$ cat src/rtl/data_stream_writer_if.sv
// Interface I: one 8-bit data_t word, writer view P1, reader view P2.
// P1 drives data; P2 samples it every cycle.
interface I;
  typedef logic [7:0] data_t;
  data_t data;
  modport P1 (output data);
  modport P2 (input data);
endinterface

$ cat src/rtl/data_stream_writer.sv
// data_stream_writer: buffers pushed bytes in a FIFO and shows each on
// p1.data for HOLD_CYCLES clocks, IDLE_VAL when nothing is being sent.
// Ports: i_clk, i_rst (sync, active-high), i_valid/i_data/o_ready push
// port, p1 (I.P1 writer view), o_busy (SEND), o_sent (last hold cycle),
// o_count (FIFO occupancy).
module data_stream_writer #(
  parameter int         DEPTH       = 4,
  parameter int         HOLD_CYCLES = 2,
  parameter logic [7:0] IDLE_VAL    = 8'h00
) (
  input  logic                       i_clk,
  input  logic                       i_rst,
  input  logic                       i_valid,
  input  logic [7:0]                 i_data,
  output logic                       o_ready,
  I.P1                               p1,
  output logic                       o_busy,
  output logic                       o_sent,
  output logic [$clog2(DEPTH+1)-1:0] o_count
);

  localparam int AW = $clog2(DEPTH);
  localparam int CW = $clog2(DEPTH + 1);
  localparam int HW = $clog2(HOLD_CYCLES + 1);

  typedef enum logic {IDLE, SEND} state_t;

  state_t          state;
  state_t          state_n;
  logic [7:0]      mem [DEPTH];
  logic [AW-1:0]   wr_ptr;
  logic [AW-1:0]   rd_ptr;
  logic [CW-1:0]   count;
  logic [HW-1:0]   hold;
  logic [HW-1:0]   hold_n;
  logic [7:0]      data_q;
  logic [7:0]      data_n;
  logic            push;
  logic            pop;
  logic            sent;
  logic            has_word;

  // Ready depends only on occupancy, not on a same-cycle pop.
  assign o_ready  = count < CW'(DEPTH);
  assign push     = i_valid && o_ready;
  assign has_word = count != '0;

  always_comb begin
    state_n = state;
    hold_n  = hold;
    data_n  = data_q;
    pop     = 1'b0;
    sent    = 1'b0;
    unique case (state)
      IDLE: begin
        data_n = IDLE_VAL;
        if (has_word) begin
          pop     = 1'b1;
          data_n  = mem[rd_ptr];
          hold_n  = HW'(1);
          state_n = SEND;
        end
      end
      SEND: begin
        if (hold < HW'(HOLD_CYCLES)) begin
          hold_n = hold + HW'(1);
        end else begin
          sent = 1'b1;
          if (has_word) begin
            // Chain straight into the next word: no idle gap.
            pop    = 1'b1;
            data_n = mem[rd_ptr];
            hold_n = HW'(1);
          end else begin
            data_n  = IDLE_VAL;
            hold_n  = '0;
            state_n = IDLE;
          end
        end
      end
      default: begin
        state_n = IDLE;
        data_n  = IDLE_VAL;
        hold_n  = '0;
      end
    endcase
  end

  always_ff @(posedge i_clk) begin
    if (i_rst) begin
      state  <= IDLE;
      hold   <= '0;
      data_q <= IDLE_VAL;
      wr_ptr <= '0;
      rd_ptr <= '0;
      count  <= '0;
    end else begin
      state  <= state_n;
      hold   <= hold_n;
      data_q <= data_n;
      if (push) wr_ptr <= wr_ptr + AW'(1);
      if (pop)  rd_ptr <= rd_ptr + AW'(1);
      unique case ({push, pop})
        2'b10:   count <= count + CW'(1);
        2'b01:   count <= count - CW'(1);
        default: count <= count;
      endcase
    end
  end

  // Storage needs no reset; pointers and count define validity.
  always_ff @(posedge i_clk) begin
    if (push) mem[wr_ptr] <= i_data;
  end

  assign p1.data = data_q;
  assign o_busy  = state == SEND;
  assign o_sent  = sent;
  assign o_count = count;

endmodule

$ cat src/flat_wrapper.sv
// flat-port wrapper written by rule: the top's interface ports become plain ports
module data_stream_writer_flat 
#(
  parameter int         DEPTH       = 4,
  parameter int         HOLD_CYCLES = 2,
  parameter logic [7:0] IDLE_VAL    = 8'h00
)
  (i_clk, i_rst, i_valid, i_data, o_ready, o_busy, o_sent, o_count, p1_data);
  I p1_i ();
  input  logic i_clk;
  input  logic i_rst;
  input  logic i_valid;
  input  logic [7:0] i_data;
  output logic o_ready;
  output logic o_busy;
  output logic o_sent;
  output logic [$clog2(DEPTH+1)-1:0] o_count;
  output wire logic [$bits(p1_i.data)-1:0] p1_data;
  assign p1_data = p1_i.data;
  data_stream_writer #(.DEPTH(DEPTH), .HOLD_CYCLES(HOLD_CYCLES), .IDLE_VAL(IDLE_VAL)) u_core (.i_clk(i_clk), .i_rst(i_rst), .i_valid(i_valid), .i_data(i_data), .o_ready(o_ready), .p1(p1_i), .o_busy(o_busy), .o_sent(o_sent), .o_count(o_count));
endmodule
$ cat config.mk
export PLATFORM = sky130hd
export DESIGN_NAME = data_stream_writer_flat
export DESIGN_NICKNAME = d
export VERILOG_FILES = /design/src/rtl/data_stream_writer_if.sv /design/src/rtl/data_stream_writer.sv /design/src/flat_wrapper.sv
export SDC_FILE = /design/constraint.sdc
export NUM_CORES = 1
export LEC_CHECK = 0
export BUFFER_PORTS_ARGS = -buffer_cell sky130_fd_sc_hd__buf_4
export CORE_ASPECT_RATIO = 1.75
export CORE_MARGIN = 1
export CORE_UTILIZATION = 50
export DETAILED_ROUTE_END_ITERATION = 12
export PLACE_DENSITY = 0.75
export SYNTH_ARGS = -nofsm -noshare
export SYNTH_HDL_FRONTEND = slang
export SYNTH_SLANG_ARGS = --single-unit
$ cat constraint.sdc
create_clock -name i_clk -period 1.9 [get_ports i_clk]
set_input_delay 0.38 -clock i_clk [delete_from_list [all_inputs] [get_ports i_clk]]
set_output_delay 0.38 -clock i_clk [all_outputs]
set_load 0.05 [all_outputs]
# After elaboration in Yosys (flattened, before gate mapping)
# Memories as Yosys holds them, arrays and structs flattened. A register that Yosys moved wholly into a read port is not among the register bits.
# Cells that the tools add are included.
# totals
inputBits	11
latch_bits	0
ramBits	32
output_inout_bits	14
memories	1
romBits	0
regBits	18
# mem_list
name	words	word_bits	rd	rd_clocked_by_memory_dff	wr	line	rtl
u_core.mem	4	8	1	1	1	data_stream_writer.sv:30	logic [7:0] mem [DEPTH];
# classes
magnitude_cmp	2
n_reduce_logical	3
bitwise_logic	1
mux	19
n_div	0
mul	0
eq_ne	4
shift	0
n_addsub	5
# ops
cell	count
two-way mux 8 bit	2
one-hot mux 8 bit (2 select lines)	1
two-way mux 1 bit	8
two-way mux 2 bit	4
adder 2 x 1 -> 2 bit, second input constant	3
one-hot mux 3 bit (2 select lines)	1
one-hot mux 1 bit (2 select lines)	2
one-hot mux 2 bit (2 select lines)	1
adder 3 x 1 -> 3 bit, second input constant	1
< comparator 3 bit, second input constant	1
nonzero test 3 bit	1
subtractor 3 x 1 -> 3 bit, second input constant	1
equality test 2 x 1 -> 1 bit, second input constant	1
equality test 2 bit, second input constant	1
< comparator 2 bit, second input constant	1
inequality test 2 x 1 -> 1 bit, second input constant	1
inequality test 2 bit, second input constant	1
nonzero test 2 bit	1
logical AND 1 bit	1
inverter 1 bit	1

# Longest topological paths before layout
# depth
depth_word	6
ltp_mapped	9
depth_no_buf	8

# Worst setup path before layout
# OpenSTA, ideal clock, no wires.
# synth_timing
kind	register to register
start	reg u_core.count[2], in the netlist u_core.o_count[2]
end	reg u_core.count[2], in the netlist u_core.o_count[2]
setup_time_ns	0.071
path_stages_with_launch	9
arrival_time_ns	2.147
n_path_buf	0
slack_ns	-0.317
period_less_slack_ns	2.217
required_ns	1.829
path_cell_list	dfxtp_1 > nor3_2 > nor2_1 > ha_1 > inv_1 > fa_1 > xor2_1 > or3_1 > a21oi_1
# synth_via
elab_chain_len	6
# synth_rtl
item	line	rtl
start: declaration	data_stream_writer.sv:33	logic [CW-1:0] count;
start signal: assignment	data_stream_writer.sv:104	2'b10: count <= count + CW'(1);
start signal: assignment	data_stream_writer.sv:105	2'b01: count <= count - CW'(1);
start signal: assignment	data_stream_writer.sv:106	default: count <= count;
nonzero test 3 bit (*)	data_stream_writer.sv:46	assign has_word = count != '0;
two-way mux 1 bit (*)	data_stream_writer.sv:57, data_stream_writer.sv:69	
two-way mux 1 bit	data_stream_writer.sv:65	if (hold < HW'(HOLD_CYCLES)) begin
one-hot mux 1 bit (2 select lines) (*)	data_stream_writer.sv:54	unique case (state)
named net u_core.pop	data_stream_writer.sv:39	logic pop;
equality test 2 x 1 -> 1 bit or equality test 2 bit (tied branches)	data_stream_writer.sv:103	unique case ({push, pop})
one-hot mux 3 bit (2 select lines) or nonzero test 2 bit (tied branches)	--	
# The timed path passes the listed nets; every way through them passes the cells marked *.
# A chain may end at the register's enable or synchronous reset.

# Worst setup path in the final report
# layout_timing
start	reg u_core.state, in the netlist u_core.o_busy
end	reg u_core.count[2], in the netlist u_core.o_count[2]
# layout_via
elab_chain_len	4
# layout_rtl
item	line	rtl
start: declaration	data_stream_writer.sv:28	state_t state;
start signal: assignment	data_stream_writer.sv:98	state <= state_n;
inverter 1 bit	data_stream_writer.sv:54	
one-hot mux 1 bit (2 select lines) (*)	data_stream_writer.sv:54	
named net u_core.pop	data_stream_writer.sv:39	
equality test 2 x 1 -> 1 bit or equality test 2 bit (tied branches)	data_stream_writer.sv:103	
one-hot mux 3 bit (2 select lines) or nonzero test 2 bit (tied branches)	--	
# Marks and branches as above.

==> flow_metrics.env <==
export IMPL_path_max_fanout=6
export IMPL_finalHoldViolCount=0
export IMPL_powerDensity_mw_per_mm2=1504
export IMPL_cts_path_max_buffers=2
export IMPL_gp_congestion=0.7200
export IMPL_dieWidth_um=49.82
export IMPL_setup_viol_count_final=0
export IMPL_irDropWorstVdd_mv=1.125
export IMPL_critPathLaunchType="flop"
export IMPL_viasPerCell=5.399
export IMPL_synth_warnings=0
export IMPL_syn_inst=126
export IMPL_areaGrowthSynthToFinish_pct=18.76
export IMPL_antenna_found_initial=0
export IMPL_final_area_mm2=0.002376
export IMPL_synth_cell_types=30
export IMPL_fp_dieArea_mm2=0.004268
export IMPL_clkLatencyLatePin_ns=0.30
export IMPL_cts_root_buf="clkbuf_8"
export IMPL_rows=30
export IMPL_nNetsFinal=176
export IMPL_path_clk_slew_ns=0.10
export IMPL_initial_core_util_pct=51.75
export IMPL_grt_pass1_wl_um=5354
export IMPL_grt_overflow=0
export IMPL_hold_buffers=0
export IMPL_cts_tree="done"
export IMPL_rsz0062_at_grt="yes"
export IMPL_firstDrtPassIters=4
export IMPL_layout_drive_gt1_share_pct=35.63
export IMPL_max_freq_ghz=0.5318
export IMPL_finalCritPeriodShare_pct=98.96
export IMPL_grt_max_degree=17
export IMPL_synth_top_area_share_pct=48.03
export IMPL_ys_top_cells_by_area="edfxtp_1 48%, dfxtp_1 20%, mux4_2 9.0%"
export IMPL_top_level_ports=25
export IMPL_core_area_mm2=0.003866
export IMPL_ant_nets=0
export IMPL_ys_seq_area_share_pct=68.04
export IMPL_h_tree_depth=2
export IMPL_antenna_cells=0
export IMPL_fin_util_pct=61.46
export IMPL_placed_cell_area_mm2=0.002268
export IMPL_wire_per_inst_um=15.85
export IMPL_grtUsageTotal_pct=17.37
export IMPL_required_ns=2.12
export IMPL_rrSetupSlack_ns=0.02
export IMPL_ys_seq_elements=52
export IMPL_netlist_area_mm2=0.002001
export IMPL_wirelength_um=3297
export IMPL_route_detailed_drc=0
export IMPL_vias=1123
export IMPL_dpl_hpwl_um=2445
export IMPL_use_met2_pct=32.06
export IMPL_maxCapViolCount=0
export IMPL_cts_sinks=52
export IMPL_cts_inserted_buffers=5
export IMPL_avgSynthCellArea_um2=15.88
export IMPL_p_leak_nw=0.8775
export IMPL_drt_initial_drc_count=27
export IMPL_synth_net_count=143
export IMPL_synth_top_area_cell="edfxtp_1"
export IMPL_grt_pass1_vias=1137
export IMPL_die_h_um=85.68
export IMPL_hp_class="in2reg"
export IMPL_use_met1_pct=17.72
export IMPL_end_kind="flop"
export IMPL_grt_busiest_layer="met2"
export IMPL_critPathArrivalTime_ns=2.10
export IMPL_path_class="reg2reg"
export IMPL_maxSlewViolCount=0
export IMPL_whs_ns=0.2756
export IMPL_status="finished, final reports clean"
export IMPL_use_met3_pct=2.837
export IMPL_tightestPinTransition_ns=0.5977
export IMPL_finClkSkew_ns=0.01392
export IMPL_slew_headroom_pct=59.94
export IMPL_io_buffers=24
export IMPL_min_period_ns=1.880
[worst max-delay path, cell delays in order, from the launching register on]
cell	delay, ns
dfxtp_4	0.35
nor2b_4	0.14
nor2_2	0.12
ha_2	0.18
inv_1	0.05
fa_2	0.34
xor2_1	0.16
or3_1	0.33
a21oi_2	0.15
[Yosys cell counts, drive strengths merged]
| library cell | count |
|---|---|
| or4 | 1 |
| and2b | 1 |
| inv | 8 |
| clkbuf | 2 |
| nor2 | 7 |
| ha | 5 |
| nand2b | 1 |
| o31ai | 1 |
| nor2b | 2 |
| a22o | 8 |
| mux2i | 1 |
| edfxtp | 32 |
| a211oi | 1 |
| or3 | 2 |
| dfxtp | 20 |
| and2 | 5 |
| buf | 2 |
| nand2 | 1 |
| o21ai | 2 |
| a21oi | 7 |
| xor2 | 2 |
| a21o | 1 |
| xnor2 | 1 |
| nand3b | 1 |
| fa | 1 |
| nor3 | 2 |
| mux4 | 8 |
| nor3b | 1 |
[metrics by stage]
stage	TNS [ns]	cells	power [mW]	setup slack [ns]
2_1_floorplan	0	126	2.588	0.02083
5_1_grt	-0.06951	208	3.769	-0.06951
3_5_place_dp	-0.08227	198	2.975	-0.08227
4_1_cts	0	208	3.604	0.01863
3_3_place_gp	0	198	2.895	0.05016
6_report	0	208	3.574	0.01976
[layout by cell type (no fill, tap or decap), types with 4 or more instances in the layout]
cell type  synthesis  routed
a21oi_1            7       6
a22o_1             8       8
and2_1             5       5
buf_4              0      30
clkbuf_8           0       5
dfxtp_1           20      15
dfxtp_4            0       4
edfxtp_1          32      32
ha_1               5       4
inv_1              8       8
mux4_2             8       8
nor2_1             7       6
[worst paths after layout]
check,endpoint,start,depth (start not counted)
setup / recovery,u_core.o_count[2],u_core.o_busy,8
hold / removal,u_core.mem[2][5],i_data[5],1
setup reg to reg,u_core.o_count[2],u_core.o_busy,8
hold reg to reg,u_core.p1.data[0],u_core.p1.data[0],1
[layout make-up]
type,instances,area (um^2)
fillers,282,1490
flip-flops and latches,52,1378
multi-input cells,62,598.1
repair buffers,30,225.2
clock buffers,6,72.57
well taps,48,60.06
inverters,8,30.03
clock inverters,2,12.51
[routing by layer]
metal,routed length [um],up-vias
li1,-,533
met1,1225,561
met2,1942,23
met3,78,6
met4,51,0
met5,0,-
[state kept, by name (all words and copies together) (netlist names), named ones only]
name            cells
u_core.o_busy       1
u_core.wr_ptr       2
u_core.o_count      3
u_core.mem         32
u_core.hold         2
u_core.p1.data      8
u_core.rd_ptr       2
[cells by family (layout without fill, tap and decap cells)]
kind of cell	after synthesis	in the layout	synth area share, %
AOI/OAI and AO/OA	20	20	6.880
xor gates and xnor gates	3	3	1.314
adders and majority gates	6	6	4.128
buffers and inverters	12	46	2.627
DFF	52	52	68.04
muxes	9	9	9.506
and+or+nand+nor	24	24	7.505
[repair_timing]
| item | CTS | global route |
|---|---|---|
| gates cloned | 0 | 0 |
| endpoints found under the hold margin | 0 | 0 |
| setup endpoints to repair | 1 | 1 |
| pin swaps | 1 | 0 |
| gates resized for setup | 3 | 0 |
| setup buffers | 2 | 0 |
[report_power, final]
part | leakage [nW] | total [mW] | internal [mW] | switching (mW)
Clock | 0.0412 | 0.594 | 0.258 | 0.336
Combinational | 0.376 | 1.41 | 0.583 | 0.828
Sequential | 0.461 | 1.57 | 1.44 | 0.129
Total | 0.878 | 3.57 | 2.28 | 1.29
(Power assumes the default switching activity.)
